`src/rtl/led_share_arb_if.sv`:
```
// Bundle between the LED pattern sources and the LED bank arbiter.
// Sources drive requests and patterns; the arbiter drives grant, LED value and slot-end pulse.
interface led_share_arb_if #(
    parameter int N_REQ = 4
);
    logic [N_REQ-1:0]   req;
    logic [8*N_REQ-1:0] pat;
    logic [N_REQ-1:0]   grant;
    logic [7:0]         led;
    logic               slot_end;

    modport master (
        output req,
        output pat,
        input  grant,
        input  led,
        input  slot_end
    );

    modport slave (
        input  req,
        input  pat,
        output grant,
        output led,
        output slot_end
    );
endinterface

```
`src/rtl/led_share_arb.sv`:
```
// Round-robin time-sharing of the 8-LED bank between N_REQ pattern sources,
// with a minimum dwell per owner and an optional blank gap between owners.
//
// state  | meaning
// S_IDLE | nobody owns the bank, LEDs show IDLE_PAT
// S_OWN  | owner's pattern drives the LEDs, cnt counts slot cycles
// S_GAP  | blank LEDs between two owners, cnt counts gap cycles
module led_share_arb #(
    parameter int         N_REQ    = 4,
    parameter int         DWELL    = 12_500_000,
    parameter int         GAP      = 1_250_000,
    parameter logic [7:0] IDLE_PAT = 8'h00
) (
    input  logic           clk,
    input  logic           rst,
    led_share_arb_if.slave bus
);
    localparam int CNT_MAX = (DWELL > GAP) ? DWELL : GAP;
    localparam int CNT_W   = (CNT_MAX > 2) ? $clog2(CNT_MAX) : 1;
    localparam int IDX_W   = $clog2(N_REQ);

    typedef enum logic [1:0] {S_IDLE, S_OWN, S_GAP} state_t;

    state_t             state, state_nxt;
    logic [IDX_W-1:0]   owner, owner_nxt;
    logic [IDX_W-1:0]   last, last_nxt;
    logic [CNT_W-1:0]   cnt, cnt_nxt;
    logic [IDX_W-1:0]   win;
    logic               win_vld;
    logic [N_REQ-1:0]   grant_nxt;
    logic [N_REQ-1:0]   others;
    logic [7:0]         led_nxt;
    logic               slot_end_nxt;
    logic               end_slot;
    logic               dwell_done;
    logic               gap_done;

    function automatic logic [N_REQ-1:0] onehot(input logic [IDX_W-1:0] i);
        onehot    = '0;
        onehot[i] = 1'b1;
    endfunction

    function automatic logic [7:0] pat_of(input logic [IDX_W-1:0] i);
        pat_of = bus.pat[8*int'(i) +: 8];
    endfunction

    // Rotating search: index last+1 has top priority, last itself lowest.
    always_comb begin
        win     = '0;
        win_vld = 1'b0;
        for (int k = 1; k <= N_REQ; k++) begin
            if (!win_vld && bus.req[(int'(last) + k) % N_REQ]) begin
                win_vld = 1'b1;
                win     = IDX_W'((int'(last) + k) % N_REQ);
            end
        end
    end

    assign dwell_done = (int'(cnt) == DWELL - 1);
    assign gap_done   = (int'(cnt) == GAP - 1);
    assign others     = bus.req & ~onehot(owner);

    always_comb begin
        state_nxt    = state;
        owner_nxt    = owner;
        last_nxt     = last;
        cnt_nxt      = cnt;
        grant_nxt    = '0;
        led_nxt      = IDLE_PAT;
        slot_end_nxt = 1'b0;
        end_slot     = 1'b0;
        case (state)
            S_IDLE: begin
                if (win_vld) begin
                    state_nxt = S_OWN;
                    owner_nxt = win;
                    last_nxt  = win;
                    cnt_nxt   = '0;
                    grant_nxt = onehot(win);
                    led_nxt   = pat_of(win);
                end
            end
            S_OWN: begin
                grant_nxt = onehot(owner);
                led_nxt   = pat_of(owner);
                cnt_nxt   = cnt + CNT_W'(1);
                // Owner release beats dwell expiry; both give a single slot end.
                if (!bus.req[owner]) begin
                    end_slot = 1'b1;
                end else if (dwell_done) begin
                    if (|others) end_slot = 1'b1;
                    else         cnt_nxt  = '0;
                end
                if (end_slot) begin
                    slot_end_nxt = 1'b1;
                    grant_nxt    = '0;
                    cnt_nxt      = '0;
                    if (GAP > 0) begin
                        state_nxt = S_GAP;
                        led_nxt   = 8'h00;
                    end else if (win_vld) begin
                        owner_nxt = win;
                        last_nxt  = win;
                        grant_nxt = onehot(win);
                        led_nxt   = pat_of(win);
                    end else begin
                        state_nxt = S_IDLE;
                    end
                end
            end
            S_GAP: begin
                led_nxt = 8'h00;
                cnt_nxt = cnt + CNT_W'(1);
                if (gap_done) begin
                    cnt_nxt = '0;
                    if (win_vld) begin
                        state_nxt = S_OWN;
                        owner_nxt = win;
                        last_nxt  = win;
                        grant_nxt = onehot(win);
                        led_nxt   = pat_of(win);
                    end else begin
                        state_nxt = S_IDLE;
                        led_nxt   = IDLE_PAT;
                    end
                end
            end
            default: state_nxt = S_IDLE;
        endcase
    end

    always_ff @(posedge clk) begin
        if (rst) begin
            state        <= S_IDLE;
            owner        <= '0;
            last         <= IDX_W'(N_REQ - 1);
            cnt          <= '0;
            bus.grant    <= '0;
            bus.led      <= IDLE_PAT;
            bus.slot_end <= 1'b0;
        end else begin
            state        <= state_nxt;
            owner        <= owner_nxt;
            last         <= last_nxt;
            cnt          <= cnt_nxt;
            bus.grant    <= grant_nxt;
            bus.led      <= led_nxt;
            bus.slot_end <= slot_end_nxt;
        end
    end
endmodule

```
`src/flat_wrapper.sv`:
```
// flat-port wrapper written by rule: the top's interface ports become plain ports
module led_share_arb_flat 
#(
    parameter int         N_REQ    = 4,
    parameter int         DWELL    = 12_500_000,
    parameter int         GAP      = 1_250_000,
    parameter logic [7:0] IDLE_PAT = 8'h00
)
  (clk, rst, bus_req, bus_pat, bus_grant, bus_led, bus_slot_end);
  led_share_arb_if #(.N_REQ(N_REQ)) bus_i ();
  input  logic clk;
  input  logic rst;
  input wire logic [$bits(bus_i.req)-1:0] bus_req;
  input wire logic [$bits(bus_i.pat)-1:0] bus_pat;
  output wire logic [$bits(bus_i.grant)-1:0] bus_grant;
  output wire logic [$bits(bus_i.led)-1:0] bus_led;
  output wire logic [$bits(bus_i.slot_end)-1:0] bus_slot_end;
  assign bus_i.req = bus_req;
  assign bus_i.pat = bus_pat;
  assign bus_grant = bus_i.grant;
  assign bus_led = bus_i.led;
  assign bus_slot_end = bus_i.slot_end;
  led_share_arb #(.N_REQ(N_REQ), .DWELL(DWELL), .GAP(GAP), .IDLE_PAT(IDLE_PAT)) u_core (.clk(clk), .rst(rst), .bus(bus_i));
endmodule
```
`config.mk`:
```
export PLATFORM = sky130hd
export DESIGN_NAME = led_share_arb_flat
export DESIGN_NICKNAME = d
export VERILOG_FILES = /design/src/rtl/led_share_arb_if.sv /design/src/rtl/led_share_arb.sv /design/src/flat_wrapper.sv
export SDC_FILE = /design/constraint.sdc
export NUM_CORES = 1
export LEC_CHECK = 0
export BUFFER_PORTS_ARGS = -buffer_cell sky130_fd_sc_hd__buf_2
export CORE_MARGIN = 2
export CORE_UTILIZATION = 50
export DETAILED_ROUTE_END_ITERATION = 8
export PLACE_DENSITY = 0.74
export SLEW_MARGIN = 30
export SYNTH_ARGS = -nofsm -noshare
export SYNTH_HDL_FRONTEND = slang
export SYNTH_SLANG_ARGS = --single-unit
```
`constraint.sdc`:
```
create_clock -name clk -period 2.74 [get_ports clk]
set_clock_uncertainty 0.1 [all_clocks]
set_input_delay 0.137 -clock clk [delete_from_list [all_inputs] [get_ports clk]]
set_output_delay 0.137 -clock clk [all_outputs]
set_load 0.05 [all_outputs]
```
# == After elaboration in Yosys (flattened, before gate mapping) ==
# Index checks and enable logic that the tools add are counted.
# classes
n_reduce_logical,20
n_addsub,5
eq_ne,7
n_bitwise,7
n_mux,57
shift,2
magnitude_cmp,8
# op_table
cell,count
two-way mux 24 bit,6
case mux 24 bit (3 select lines),1
variable part select 32 x 6 -> 8 bit,2
"adder 24 x 1 -> 24 bit, second input constant",1
"equality test 24 x 22 -> 1 bit, second input constant",1
"equality test 24 bit, second input constant",1
two-way mux 8 bit,3
case mux 8 bit (3 select lines),1
two-way mux 2 bit,11
two-way mux 1 bit,21
"less-than comparator 3 x 4 -> 1 bit, second input constant",4
two-way mux 4 bit,3
case mux 4 bit (3 select lines),1
binary-select mux 1 bit (select 2 bit),5
OR reduction 2 bit,5
case mux 2 bit (2 select lines),2
"less-than comparator 2 x 3 -> 1 bit, second input constant",2
"!= test 2 x 1 -> 1 bit, second input constant",3
case mux 2 bit (3 select lines),1
logical AND 1 bit,5
"adder 2 x 1 -> 2 bit, second input constant",2
"adder 2 bit, second input constant",2
"AND 1 bit, first input constant",4
AND 4 bit,1
13 further kinds,18
# totals
word_cells,113
out_inout_bits,13
register_bits,43
in_bits,38

# == Depth between registers and ports, before layout ==
# depth
ltp_word,23
mapped_depth,8
ltp_nobuf,7

# == Worst setup path before layout ==
# Ideal clock, no wire load.
# synth_path
kind,reg-to-reg
start,register u_core.cnt[22]
end,register u_core.bus.grant[2]
required_time_ps,2552
setup_slack_ps,547
synth_period_minus_slack_ps,2193
stages_incl_launch_ff,7
setup_time_ps,88
t_arrival_ps,2005
n_path_buf,1
path_cell_list,dfxtp_1 > or4b_4 > nor4_4 > a31oi_1 > or4_1 > buf_6 > o32ai_2
# synth_via
elab_chain_cells,6
elab_cells_between_ends,8
classes_between,2 x eq/ne; 6 x mux
# synth_lines
element,line,rtl
start: declaration,led_share_arb.sv:27,"logic [CNT_W-1:0] cnt, cnt_nxt;"
start signal: assignment,led_share_arb.sv:145,cnt <= cnt_nxt;
equality test 24 bit,led_share_arb.sv:59,assign dwell_done = (int'(cnt) == DWELL - 1);
two-way mux 1 bit,led_share_arb.sv:90,end else if (dwell_done) begin
two-way mux 1 bit,led_share_arb.sv:88,if (!bus.req[owner]) begin
two-way mux 1 bit,led_share_arb.sv:72,case (state)
two-way mux 4 bit,led_share_arb.sv:94,if (end_slot) begin
case mux 4 bit (3 select lines) *,led_share_arb.sv:72,
end signal: assignment,led_share_arb.sv:146,bus.grant <= grant_nxt;
end: declaration,led_share_arb_if.sv:23,"output grant,"
# Mark *: on every way between the ends. The rest lies on a longest branch, timed or not. The select of a mux whose other input is x is not followed.
# A chain may end at the register's enable or synchronous reset.

# == Worst setup path after layout ==
# layout_path
start,register u_core.cnt[22]
end,register u_core.bus.grant[3]
# The elaborated chain is that of the path after synthesis.

==> results.ini <==
[finish]
drive_gt1_share_pct=26.21
multi_input_area_um2=1703
area.growth.synth_to_final_pct=16.02
post-route-util_pct=60.62
nets=394
fillers=435
seq_area_um2=860.8
diodes=0

[critical_path]
crit_required_ns=2.81
critPathKind=reg -> reg
r2r_slack_ns=0.28
worstPathArrival_ns=2.53
cp-start-kind=register
path_max_fanout=10
cp-end-kind=register

[sta]
setup_violations=0
setup_tns_ns=0
hold_viol=0
finalCritPeriodShare_pct=89.85
timing.fmax_mhz=406.2
final_max_slew_viol_count=0
slew-limit-headroom_pct=55.96
period_needed_ns=2.462
rsz0062_at_grt=no
worstMarginPinSlew_ns=0.6556

[job]
max-cap-violations=0

[drt]
drt_wl_total_um=5881
wl_per_cell_um=13.97
ant_nets=0
drcViolationCount=0
vias=2305
drt_iter0_markers=101
via_per_inst=5.475
dr.pass1.iters=4

[power_and_ir_drop]
p_leak_nw=1.238
peakVddDrop_uv=639.8
p_per_area_nw_per_um2=782.8

[placed_design]
place_congestion=0.8388
port_buffers=50
hpwl_um=4417

[yosys]
syn_inst=299
async_reset_ff_share_pct=0
yosysMostFrequentCell=dfxtp_1
synth-seq-cells=43
yosysTopAreaCellShare_pct=31.85
yosys.area.top_type=dfxtp_1
synthTopCellsByCount=dfxtp_1, nor2_1, nand2_1
syn_nets=343
synth_edf_count=0
synth_area_leaders=dfxtp_1, mux4_2, mux2i_1
ys_seq_area_share_pct=31.85
ys_types=50
ys.flop_type=dfxtp_1
synth_area_per_cell_um2=9.039
synth_area_um2=2703
yosysWarnings=0

[clocking]
h-tree-depth=2
cts.sinks=43
cts_buffer_depth=2
postCtsSetupBuffers=0
clk_pin_slew_ns=0.09
clock_latency_ns=0.30
cts-buffers-inserted=5
cts_hold_buf=0
cts_tree=done
cts-root-buf=clkbuf_8
post_cts_resized=0

[die]
dieHeight_um=77.52
num_rows=26
ios=51
initial_core_util_pct=52.25
coreArea_um2=5172
die_w_um=77.52
dieArea_um2=6009

[global_route]
antenna_found_initial=0
grt_max_degree=23
grt_pass1_vias=2187
overflow=0
grt_usage_pct=20.33
grt_pass1_wl_um=9929

[worst_hold_path]
hold_class=in -> reg

[status]
outcome=complete, no violations

## per-stage QoR
step                      std cells  hold WS [ns]  total power [mW]  cell area [um2]  worst slack, ns
after floorplan                 299        0.2175             1.716             2703           0.5473
after global placement          413        0.3799             1.932             3018           0.3685
after detailed placement        413        0.3951             1.954             3018           0.3297
after CTS                       421       0.08990             2.469             3136           0.3081
after global routing            421        0.1060             2.595             3136           0.2099
final                           421       0.09758             2.454             3136           0.2781
## cells in the final DEF, fill, tap and decap left out, drive strengths merged, types with 2 or more instances in the layout
cell type,count
mux4,9
nor3,4
o22ai,11
a211o,3
nor2b,5
nor4,3
nand2b,6
nand4,4
clkbuf,6
o21ai,6
xnor2,7
and3,3
mux2i,20
xor2,13
nand3,15
a2bb2oi,2
nand2,23
mux2,8
or4,2
a21oi,4
nor3b,2
ha,6
buf,58
or2b,2
a21o,2
nor4b,4
and4,4
nor2,37
or3,4
and2,3
inv,15
dfxtp,43
a31oi,3
a211oi,2
## final timing paths
kind,depth (start not counted),startpoint,end
hold reg to reg,2,u_core.cnt[1]$_SDFFE_PP0P_,u_core.cnt[1]$_SDFFE_PP0P_
setup / recovery,5,u_core.cnt[22]$_SDFFE_PP0P_,u_core.bus.grant[3]$_SDFF_PP0_
hold / removal,2,rst,u_core.owner[1]$_SDFFE_PP0P_
setup reg to reg,5,u_core.cnt[22]$_SDFFE_PP0P_,u_core.bus.grant[3]$_SDFF_PP0_
## flip-flops by register name (all words and copies together), names as in the netlist
register / flops
u_core.bus.led: 8
u_core.bus.grant: 4
u_core.last: 2
u_core.bus.slot_end: 1
u_core.state: 2
u_core.owner: 2
u_core.cnt: 24
## routing by layer
layer	vias to the layer above	routed length (um)	track usage [%]
met5	-	0	0
met4	0	36	6.250
met3	4	213	4.302
met2	40	2974	34.70
met1	1091	2656	25.73
li1	1170	-	-
## cell families after synthesis
| group | count (synthesis) | synth area share (%) |
|---|---|---|
| compound gates | 40 | 10.32 |
| simple gates | 124 | 24.54 |
| mux | 37 | 18.24 |
| buf+inv | 29 | 5.787 |
| xor+xnor | 20 | 6.482 |
| flops | 43 | 31.85 |
| fa+ha+maj | 6 | 2.778 |
## power breakdown
group	total [mW]	leakage, nW	internal, mW	switching [mW]
logic	1.15	0.827	0.473	0.678
clock network	0.516	0.0612	0.295	0.220
registers	0.789	0.350	0.725	0.0636
total	2.45	1.24	1.49	0.962
## worst max-delay path: stages, from the launching register on
cell     delay (ns)
dfxtp_1        0.34
or4b_4         0.57
nor4b_1        0.55
a31o_2         0.30
or3_1          0.33
o22ai_1        0.14
## area by class of cell
type                            count  area share [%]
Multi-Input combinational cell    227           54.31
Sequential cell                    43           27.45
Timing Repair Buffer               58           9.896
Tap cell                           70           2.793
Clock buffer                        6           2.634
Inverter                           15           1.796
Clock inverter                      2           1.117
Power figures use the tool's default switching activity.
